`src/rtl/idelay_sweep_ctrl.sv`:
```
`timescale 1ns/1ps
`default_nettype none
// ============================================================================
// Module      : idelay_sweep_ctrl
// Description : IDELAY calibration sequencer. Sweeps delay taps through the
//               DRP wrapper handshake, counts data/reference mismatches per
//               tap, finds the longest contiguous run of good taps, loads its
//               centre and reads the hardware count back.
//               Optional macro SWEEP_LOG_EN adds a per-tap log output.
// Revision    : 1.0 - initial release
// ============================================================================
module idelay_sweep_ctrl #(
    parameter int DWELL_W     = 16,
    parameter int ERR_W       = 12,
    parameter int SETTLE_CYC  = 8,
    parameter int TIMEOUT_CYC = 255
) (
    input  logic               clk,
    input  logic               rst_n,
    input  logic               start,
    input  logic [8:0]         cfg_start_tap,
    input  logic [8:0]         cfg_end_tap,
    input  logic [8:0]         cfg_step,
    input  logic [DWELL_W-1:0] cfg_dwell,
    input  logic [ERR_W-1:0]   cfg_err_thresh,
    input  logic               sample_in,
    input  logic               ref_in,
    output logic               dly_change,
    output logic               dly_read,
    output logic [8:0]         dly_delay_in,
    input  logic               dly_done,
    input  logic [8:0]         dly_delay_out,
    output logic               busy,
    output logic               done,
    output logic               fail,
    output logic [8:0]         result_tap,
    output logic [9:0]         result_len,
    output logic [8:0]         readback_cnt
`ifdef SWEEP_LOG_EN
    ,
    output logic               log_valid,
    output logic [8:0]         log_tap,
    output logic [ERR_W-1:0]   log_err
`endif
);

    localparam int TMR_W = 16;
    localparam logic [TMR_W-1:0] SETTLE_LAST  = TMR_W'(SETTLE_CYC - 1);
    localparam logic [TMR_W-1:0] TIMEOUT_LAST = TMR_W'(TIMEOUT_CYC - 1);

    typedef enum logic [3:0] {
        S_IDLE       = 4'd0,
        S_SET_TAP    = 4'd1,
        S_WAIT_SET   = 4'd2,
        S_SETTLE     = 4'd3,
        S_DWELL      = 4'd4,
        S_EVAL       = 4'd5,
        S_CENTER     = 4'd6,
        S_APPLY      = 4'd7,
        S_WAIT_APPLY = 4'd8,
        S_READBACK   = 4'd9,
        S_WAIT_READ  = 4'd10,
        S_FINISH     = 4'd11
    } state_t;

    state_t             state;
    logic [8:0]         end_q, step_q, cur_tap;
    logic [DWELL_W-1:0] dwell_q, dwell_cnt;
    logic [ERR_W-1:0]   thresh_q, err_count;
    logic [TMR_W-1:0]   timer;
    logic               run_open;
    logic [8:0]         run_start, run_end, best_start, best_end;
    logic [9:0]         run_len, best_len;

    logic               good, sweep_end, close_now, take_best;
    logic [9:0]         next_tap, upd_len, cand_len;
    logic [8:0]         upd_start, cand_start, cand_end, center_tap;

    // Tap evaluation: run-tracker update, candidate for best run, next tap.
    always_comb begin
        good       = (err_count <= thresh_q);
        next_tap   = {1'b0, cur_tap} + {1'b0, step_q};
        sweep_end  = next_tap[9] || (next_tap > {1'b0, end_q});
        upd_start  = run_open ? run_start : cur_tap;
        upd_len    = run_open ? (run_len + 10'd1) : 10'd1;
        // A bad tap closes the old run; a good tap at sweep end closes the
        // run including itself.
        cand_start = good ? upd_start : run_start;
        cand_end   = good ? cur_tap   : run_end;
        cand_len   = good ? upd_len   : run_len;
        close_now  = good ? sweep_end : run_open;
        take_best  = close_now && (cand_len > best_len);
        center_tap = 9'(({1'b0, best_start} + {1'b0, best_end}) >> 1);
    end

    // Sequencer state machine with registered outputs.
    always_ff @(posedge clk or negedge rst_n) begin
        if (!rst_n) begin
            state        <= S_IDLE;
            end_q        <= '0;
            step_q       <= '0;
            cur_tap      <= '0;
            dwell_q      <= '0;
            dwell_cnt    <= '0;
            thresh_q     <= '0;
            err_count    <= '0;
            timer        <= '0;
            run_open     <= 1'b0;
            run_start    <= '0;
            run_end      <= '0;
            run_len      <= '0;
            best_start   <= '0;
            best_end     <= '0;
            best_len     <= '0;
            dly_change   <= 1'b0;
            dly_read     <= 1'b0;
            dly_delay_in <= '0;
            busy         <= 1'b0;
            done         <= 1'b0;
            fail         <= 1'b0;
            result_tap   <= '0;
            result_len   <= '0;
            readback_cnt <= '0;
`ifdef SWEEP_LOG_EN
            log_valid    <= 1'b0;
            log_tap      <= '0;
            log_err      <= '0;
`endif
        end else begin
            dly_change <= 1'b0;
            dly_read   <= 1'b0;
            done       <= 1'b0;
`ifdef SWEEP_LOG_EN
            log_valid  <= 1'b0;
`endif
            case (state)
                S_IDLE: begin
                    if (start) begin
                        end_q        <= cfg_end_tap;
                        step_q       <= (cfg_step == '0) ? 9'd1 : cfg_step;
                        dwell_q      <= (cfg_dwell == '0) ? DWELL_W'(1) : cfg_dwell;
                        thresh_q     <= cfg_err_thresh;
                        cur_tap      <= cfg_start_tap;
                        fail         <= 1'b0;
                        result_tap   <= '0;
                        result_len   <= '0;
                        readback_cnt <= '0;
                        busy         <= 1'b1;
                        run_open     <= 1'b0;
                        run_len      <= '0;
                        best_start   <= '0;
                        best_end     <= '0;
                        best_len     <= '0;
                        if (cfg_end_tap < cfg_start_tap) begin
                            fail  <= 1'b1;
                            state <= S_FINISH;
                        end else begin
                            state <= S_SET_TAP;
                        end
                    end
                end
                S_SET_TAP: begin
                    dly_delay_in <= cur_tap;
                    dly_change   <= 1'b1;
                    timer        <= '0;
                    err_count    <= '0;
                    state        <= S_WAIT_SET;
                end
                S_WAIT_SET: begin
                    if (dly_done) begin
                        timer <= '0;
                        state <= S_SETTLE;
                    end else if (timer == TIMEOUT_LAST) begin
                        fail  <= 1'b1;
                        state <= S_FINISH;
                    end else begin
                        timer <= timer + TMR_W'(1);
                    end
                end
                S_SETTLE: begin
                    if (timer == SETTLE_LAST) begin
                        dwell_cnt <= '0;
                        state     <= S_DWELL;
                    end else begin
                        timer <= timer + TMR_W'(1);
                    end
                end
                S_DWELL: begin
                    if ((sample_in != ref_in) && (err_count != '1))
                        err_count <= err_count + ERR_W'(1);
                    if (dwell_cnt == dwell_q - DWELL_W'(1))
                        state <= S_EVAL;
                    else
                        dwell_cnt <= dwell_cnt + DWELL_W'(1);
                end
                S_EVAL: begin
`ifdef SWEEP_LOG_EN
                    log_valid <= 1'b1;
                    log_tap   <= cur_tap;
                    log_err   <= err_count;
`endif
                    if (take_best) begin
                        best_start <= cand_start;
                        best_end   <= cand_end;
                        best_len   <= cand_len;
                    end
                    run_open <= good && !sweep_end;
                    if (good) begin
                        run_start <= upd_start;
                        run_end   <= cur_tap;
                        run_len   <= upd_len;
                    end else begin
                        run_len <= '0;
                    end
                    if (sweep_end) begin
                        state <= S_CENTER;
                    end else begin
                        cur_tap <= next_tap[8:0];
                        state   <= S_SET_TAP;
                    end
                end
                S_CENTER: begin
                    if (best_len == '0) begin
                        fail  <= 1'b1;
                        state <= S_FINISH;
                    end else begin
                        result_tap <= center_tap;
                        result_len <= best_len;
                        state      <= S_APPLY;
                    end
                end
                S_APPLY: begin
                    dly_delay_in <= result_tap;
                    dly_change   <= 1'b1;
                    timer        <= '0;
                    state        <= S_WAIT_APPLY;
                end
                S_WAIT_APPLY: begin
                    if (dly_done) begin
                        state <= S_READBACK;
                    end else if (timer == TIMEOUT_LAST) begin
                        fail  <= 1'b1;
                        state <= S_FINISH;
                    end else begin
                        timer <= timer + TMR_W'(1);
                    end
                end
                S_READBACK: begin
                    dly_read <= 1'b1;
                    timer    <= '0;
                    state    <= S_WAIT_READ;
                end
                S_WAIT_READ: begin
                    if (dly_done) begin
                        readback_cnt <= dly_delay_out;
                        state        <= S_FINISH;
                    end else if (timer == TIMEOUT_LAST) begin
                        fail  <= 1'b1;
                        state <= S_FINISH;
                    end else begin
                        timer <= timer + TMR_W'(1);
                    end
                end
                S_FINISH: begin
                    done  <= 1'b1;
                    busy  <= 1'b0;
                    state <= S_IDLE;
                end
                default: state <= S_IDLE;
            endcase
        end
    end

endmodule
`default_nettype wire

```
`config.mk`:
```
export PLATFORM = sky130hd
export DESIGN_NAME = idelay_sweep_ctrl
export DESIGN_NICKNAME = d
export VERILOG_FILES = /design/src/rtl/idelay_sweep_ctrl.sv
export SDC_FILE = /design/constraint.sdc
export NUM_CORES = 1
export LEC_CHECK = 0
export ABC_AREA = 1
export BUFFER_PORTS_ARGS = -buffer_cell sky130_fd_sc_hd__buf_2
export CAP_MARGIN = 10
export CORE_MARGIN = 2
export CORE_UTILIZATION = 60
export DETAILED_ROUTE_END_ITERATION = 8
export GPL_TIMING_DRIVEN = 0
export PLACE_DENSITY_LB_ADDON = 0.15
export SLEW_MARGIN = 5
export SYNTH_ARGS = -nofsm -noshare
export SYNTH_HDL_FRONTEND = slang
export SYNTH_SLANG_ARGS = --single-unit
```
`constraint.sdc`:
```
create_clock -name clk -period 3.9 [get_ports clk]
set_input_delay 0 -clock clk [delete_from_list [all_inputs] [get_ports clk]]
set_output_delay 0 -clock clk [all_outputs]
set_load 0.03 [all_outputs]
```
# Yosys cells after proc, flatten, opt, wreduce, memory -nomap -nowiden
# Index checks and enable logic that the tools add are counted.
[word_totals]
regBits = 202
latchBits = 0
mem_bits_rw = 0
mem_bits_ro = 0
out_inout_bits = 42
wordCells = 162
n_memories = 0
[classes]
addsub = 7
mul = 0
div_mod_pow = 0
n_lt_le_gt_ge = 4
n_eq_ne = 30
shift = 0
n_mux = 62
bitwise = 0
reduce_logical = 34
[ops]
columns = ["op", "count"]
rows = [
  ["16-bit 2-to-1 mux", 7],
  ["9-bit case mux with 2 select lines", 6],
  ["9-bit 2-to-1 mux", 11],
  ["16-bit case mux with 4 select lines", 1],
  ["10-bit 2-to-1 mux", 6],
  ["10-bit case mux with 2 select lines", 3],
  ["4-bit case mux with 11 select lines", 1],
  ["4-bit 2-to-1 mux", 9],
  ["16-bit by 1-bit adder with 16-bit output (second input constant)", 2],
  ["16-bit case mux with 2 select lines", 1],
  ["2-bit != test (second input constant)", 13],
  ["12-bit case mux with 2 select lines", 1],
  ["3-bit AND reduction", 7],
  ["9-bit by 9-bit adder with 10-bit output", 2],
  ["16-bit == test", 1],
  ["16-bit by 3-bit == test with 1-bit output (second input constant)", 1],
  ["16-bit by 8-bit == test with 1-bit output (second input constant)", 1],
  ["4-bit by 3-bit == test with 1-bit output (second input constant)", 4],
  ["4-bit == test (second input constant)", 4],
  ["16-bit zero test", 1],
  ["16-bit by 1-bit subtractor with 16-bit output (second input constant)", 1],
  ["2-bit nonzero test", 7],
  ["12-bit by 1-bit adder with 12-bit output (second input constant)", 1],
  ["12-bit less-or-equal comparator", 1],
  ["other kinds (26)", 45],
]

# Logic depth before layout (Yosys ltp)
[logic_depth]
depth_word = 7
ltp_mapped = 25
mapped_depth_nobuf = 24

# Least setup slack after synthesis
# No wires, ideal clock.
[synth_path]
path_kind = "register -> register"
from = "reg err_count[11]"
to = "reg best_start[0]"
t_arrival_ns = 3.074
required_time_ns = 3.833
slack_ns = 0.760
path_stages_with_launch = 23
path_buffers = 4
period_less_slack_ns = 3.140
cell_sequence = "dfrtp_1 ha_1 nand2_1 nor2_1 nor2b_1 nand2_1 nand3_2 nand2_2 buf_2 buf_6 nand2_1 nand2_1 ha_1 nand2_1 nor2_1 o211ai_1 nand3_1 nand3_1 nand2_1 buf_4 buf_2 nand4_1 nand2_1"
[synth_between]
elab_chain_len = 6
elab_cells_between_ends = 10
[synth_lines]
columns = ["element", "line", "source"]
rows = [
  ["start: declaration", "69", "logic [ERR_W-1:0] thresh_q, err_count;"],
  ["start signal: assignment", "190", "err_count <= err_count + ERR_W'(1);"],
  ["12-bit less-or-equal comparator (*)", "81", "good = (err_count <= thresh_q);"],
  ["10-bit 2-to-1 mux", "90", "cand_len = good ? upd_len : run_len;"],
  ["10-bit > comparator", "92", "take_best = close_now && (cand_len > best_len);"],
  ["1-bit logical AND", "92", ""],
  ["2-bit != test (no line)", "n/a", ""],
  ["3-bit AND reduction (no line)", "n/a", ""],
  ["end signal: assignment", "203", "best_start <= cand_start;"],
  ["end: declaration", "72", "logic [8:0] run_start, run_end, best_start, best_end;"],
]
# Mark *: on every way between the ends. The rest lies on a longest branch, timed or not. The select of a mux whose other input is x is not followed.
# A chain may end at the register's enable or synchronous reset.

# Worst setup path after layout
[layout_path]
from = "reg err_count[11]"
to = "reg best_end[5]"
[layout_between]
elab_chain_len = 6
elab_cells_between_ends = 10
[layout_lines]
columns = ["element", "line", "source"]
rows = [
  ["12-bit less-or-equal comparator (*)", "81", ""],
  ["10-bit 2-to-1 mux", "90", ""],
  ["10-bit > comparator", "92", ""],
  ["1-bit logical AND", "92", ""],
  ["2-bit != test (no line)", "n/a", ""],
  ["3-bit AND reduction (no line)", "n/a", ""],
  ["end signal: assignment", "204", "best_end <= cand_end;"],
  ["end: declaration", "72", ""],
]
# Marked as above.

==> qor.csv <==
metric,value,unit
seq_power_share,31.7,%
worstPathArrival,4.20,ns
tightest_slew,0.792,ns
synth.avg_cell_area,7.34,um2
via_count,12500,
cp_cell_sequence,ha_1 > nand2_1 > nor2_4 > nor2b_1 > nand2_1 > nand3_4 > nand2_2 > clkbuf_4 > buf_6 > nand2_1 > nand2_1 > ha_1 > nand2_1 > nor2_1 > o211ai_1 > nand3_1 > nand3_1 > nand2_2 > buf_6 > clkbuf_4 > nand4_1 > nand2_1,
combPwrFrac,44.9,%
synth_area,0.0126,mm2
start_kind,register,
clkPwrFrac,23.4,%
wl_per_cell,16.5,um
drt_iter0_drc,1075,
setup_violations,0,
fin_worst_skew,0.0139,ns
initial_utilization,61.7,%
grt_pass1_vias,11900,
max_freq,267,MHz
cts-root-buf,clkbuf_16,
coreArea,0.0204,mm2
crit_family,simple AND/OR/NAND/NOR gates,
drive_gt1_share,11.9,%
clk_latency,0.52,ns
drc,0,
ys_types,53,
rows,52,
slew_headroom,47.0,%
critical_path.endpoint_type,register,
ir_worst_vdd,443,uV
diodes,0,
dr.pass1.iters,5,
slowest_delay,0.42,ns
synth_compound_area_share,11.9,%
die_w,149,um
hold_viol_final,0,
gp_congestion,0.931,
p_int,0.00560,W
crit_top_cell,nand2_1,
port_buffers,111,
layout_min_cycle_time,3.75,ns
grt_remaining_overflow,0,
reg2reg_setup_slack,0.15,ns
synth_top_family_by_area,simple AND/OR/NAND/NOR gates,
switching_share,43.6,%
cts_tree,built,
min_path_type,input port to asynchronous set/reset pin,
yosysSeqAreaShare,40.2,%
io_pins,112,
synth-seq-cells,202,
post_synth_inst_count,1712,
switchingPower,0.00434,W
clock_sinks,202,
synthAdderAreaFrac,6.49,%
critPathSlowestCell,dfrtp_1,
yosys.area_share.simple,29.2,%
clk_path_buf_depth,3,
grt_pass1_wl,58000,um
globalRouteTotalUtil,32.7,%
grt_max_degree,113,
power.total,0.00995,W
cp.buffers_inverters,4,
die_area,0.0221,mm2
fin_setup_tns,0,ns
die_height,149,um
numCtsBuffers,23,
fillers,1555,
slew_viol_final,0,
ant_nets,0,
synth-main-ff-cell,dfrtp_1,
syn_nets,1846,
worstPathRequired,4.35,ns
period_share,96.2,%
routed_wl,36500,um
p_leak,7.64,nW
yosys_warnings,0,
cap_violations,0,
synth-async-reset-ratio,100,%
dp_hpwl,25600,um
cts.reportedPaths.clkPinSlew,0.06,ns
synth_xor_area_share,2.86,%
num-nets-final,2057,
synth_edf_count,0,
status,"finished, final reports clean",
powerDensity,659,mW/mm2
antenna_found_initial,0,
worstSetupPathType,register to register,
htree_levels,1,
post_drt_via_cell_ratio,5.67,
cp_max_fo,10,
synthMuxAreaShare,0,%
syn2layout_area_growth,20.0,%
-- timing repair --
action / CTS / global route
pin swaps: 0 / 2
cloned: 0 / 0
endpoints found under the setup margin: 21 / 39
hold buffers: 69 / 0
gates resized for setup: 1 / 17
endpoints found under the hold margin: 162 / 0
buffers inserted: 0 / 5
-- metal layers --
metal / GRT usage (%) / vias up / share of wire, %
met5: 0 / - / 0
met4: 11.9 / 0 / 3.8
met3: 5.41 / 106 / 6.8
met2: 56.2 / 468 / 48
met1: 42.0 / 5922 / 42
li1: - / 6025 / -
-- power by group through the flow --
| stage | combinational [W] | sequential [W] | clock, W |
|---|---|---|---|
| final | 0.00447 | 0.00315 | 0.00232 |
| after global routing | 0.00502 | 0.00320 | 0.00243 |
| after floorplan | 0.00301 | 0.00319 | 0 |
| after CTS | 0.00434 | 0.00313 | 0.00234 |
| after detailed placement | 0.00426 | 0.00315 | 0 |
| after global placement | 0.00414 | 0.00315 | 0 |
-- layout by cell type, fill, tap and decap left out, types with 9 or more instances in the layout --
cell	n
nor2_1	161
o21bai_1	10
nor4_1	13
o21ai_1	13
nand3_1	104
clkbuf_16	23
o22ai_1	33
dfrtp_1	201
dlygate4sd3_1	69
o21ai_0	122
inv_2	9
clkbuf_1	24
nand2_1	448
xnor2_1	10
nor3_1	13
nand4_1	59
a21oi_1	62
ha_1	62
xor2_1	31
buf_2	131
inv_1	226
-- through the flow --
step / setup slack, ns / hold slack (ns) / std cells / area, um2 / util [%]
floorplan: 0.760 / -0.296 / 1712 / 12600 / -
CTS: 0.0648 / 0.116 / 2203 / 15000 / 73.7
global placement: -0.516 / 0.209 / 2093 / 13500 / 66.1
detailed placement: -0.0836 / 0.0522 / 2094 / 13500 / 66.3
global route: -0.0410 / 0.133 / 2208 / 15100 / 74.1
finish: 0.149 / 0.0638 / 2208 / 15100 / 74.1
-- state kept, by name (all words and copies together), names as in the netlist, 10 cells and up --
name and flops:
run_len 10, dwell_cnt 16, best_len 10, thresh_q 12
timer 16, dwell_q 16, err_count 12, result_len 10
-- synth_stat cells (2+ instances only) --
cell type / count / area (um2)
a31oi_1: 4 / 25.0
inv_2: 9 / 33.8
nand2_2: 7 / 43.8
o21ai_1: 10 / 50.1
buf_2: 23 / 115
nand4_1: 59 / 369
nor3_1: 14 / 70.1
a32oi_1: 2 / 17.5
nor4_1: 13 / 81.3
dfrtp_1: 202 / 5050
a21oi_1: 62 / 310
ha_1: 62 / 776
nor3b_1: 3 / 22.5
xor2_1: 31 / 272
o22ai_1: 33 / 206
fa_1: 2 / 40.0
nand3_1: 104 / 521
and2_1: 2 / 12.5
nand2_1: 450 / 1690
xnor2_1: 10 / 87.6
clkinv_1: 2 / 7.51
nor2_1: 163 / 612
buf_1: 4 / 15.0
a21o_1: 2 / 15.0
a22oi_1: 5 / 37.5
nand3b_1: 6 / 45.0
a211oi_1: 2 / 15.0
nand3_2: 3 / 30.0
o21bai_1: 10 / 75.1
nand3_4: 2 / 35.0
clkbuf_1: 23 / 86.3
o21a_1: 3 / 22.5
o21ai_0: 126 / 631
o211ai_1: 4 / 30.0
nor2_2: 4 / 25.0
inv_1: 226 / 848
buf_6: 3 / 33.8
nor2_4: 4 / 45.0
buf_4: 4 / 30.0
-- worst paths after layout --
path,from,end,cells after the start
max,err_count[11],best_end[5],22
min,rst_n,timer[15],2
max reg2reg,err_count[11],best_end[5],22
min reg2reg,best_len[9],best_len[9],2
max in group asynchronous,rst_n,dwell_cnt[2],3
min in group clk,start,end_q[4],6
-- logic make-up after synthesis --
family                     Yosys count
xor gates and xnor gates            41
DFF                                202
AOI/OAI and AO/OA                  270
buffers and inverters              295
and+or+nand+nor                    840
adders and majority gates           64
-- worst register-to-register path: cells and delay by family (launching register included) --
| kind | cells | cell delay [ns] |
|---|---|---|
| AOI/OAI and AO/OA | 1 | 0.12 |
| buffers and inverters | 4 | 0.73 |
| DFF | 1 | 0.42 |
| and+or+nand+nor | 15 | 1.76 |
| adders and majority gates | 2 | 0.65 |
-- area by class of cell --
cell class / count / area, um2 / share of cell area, %
Multi-Input combinational cell: 1215 / 6370 / 42.3
Sequential cell: 202 / 5060 / 33.5
Timing Repair Buffer: 186 / 1320 / 8.76
Inverter: 237 / 890 / 5.90
Clock buffer: 30 / 652 / 4.32
Tap cell: 270 / 338 / 2.24
Buffer: 58 / 295 / 1.96
Clock inverter: 10 / 159 / 1.05
No activity file was read; power rests on OpenSTA's default activity.
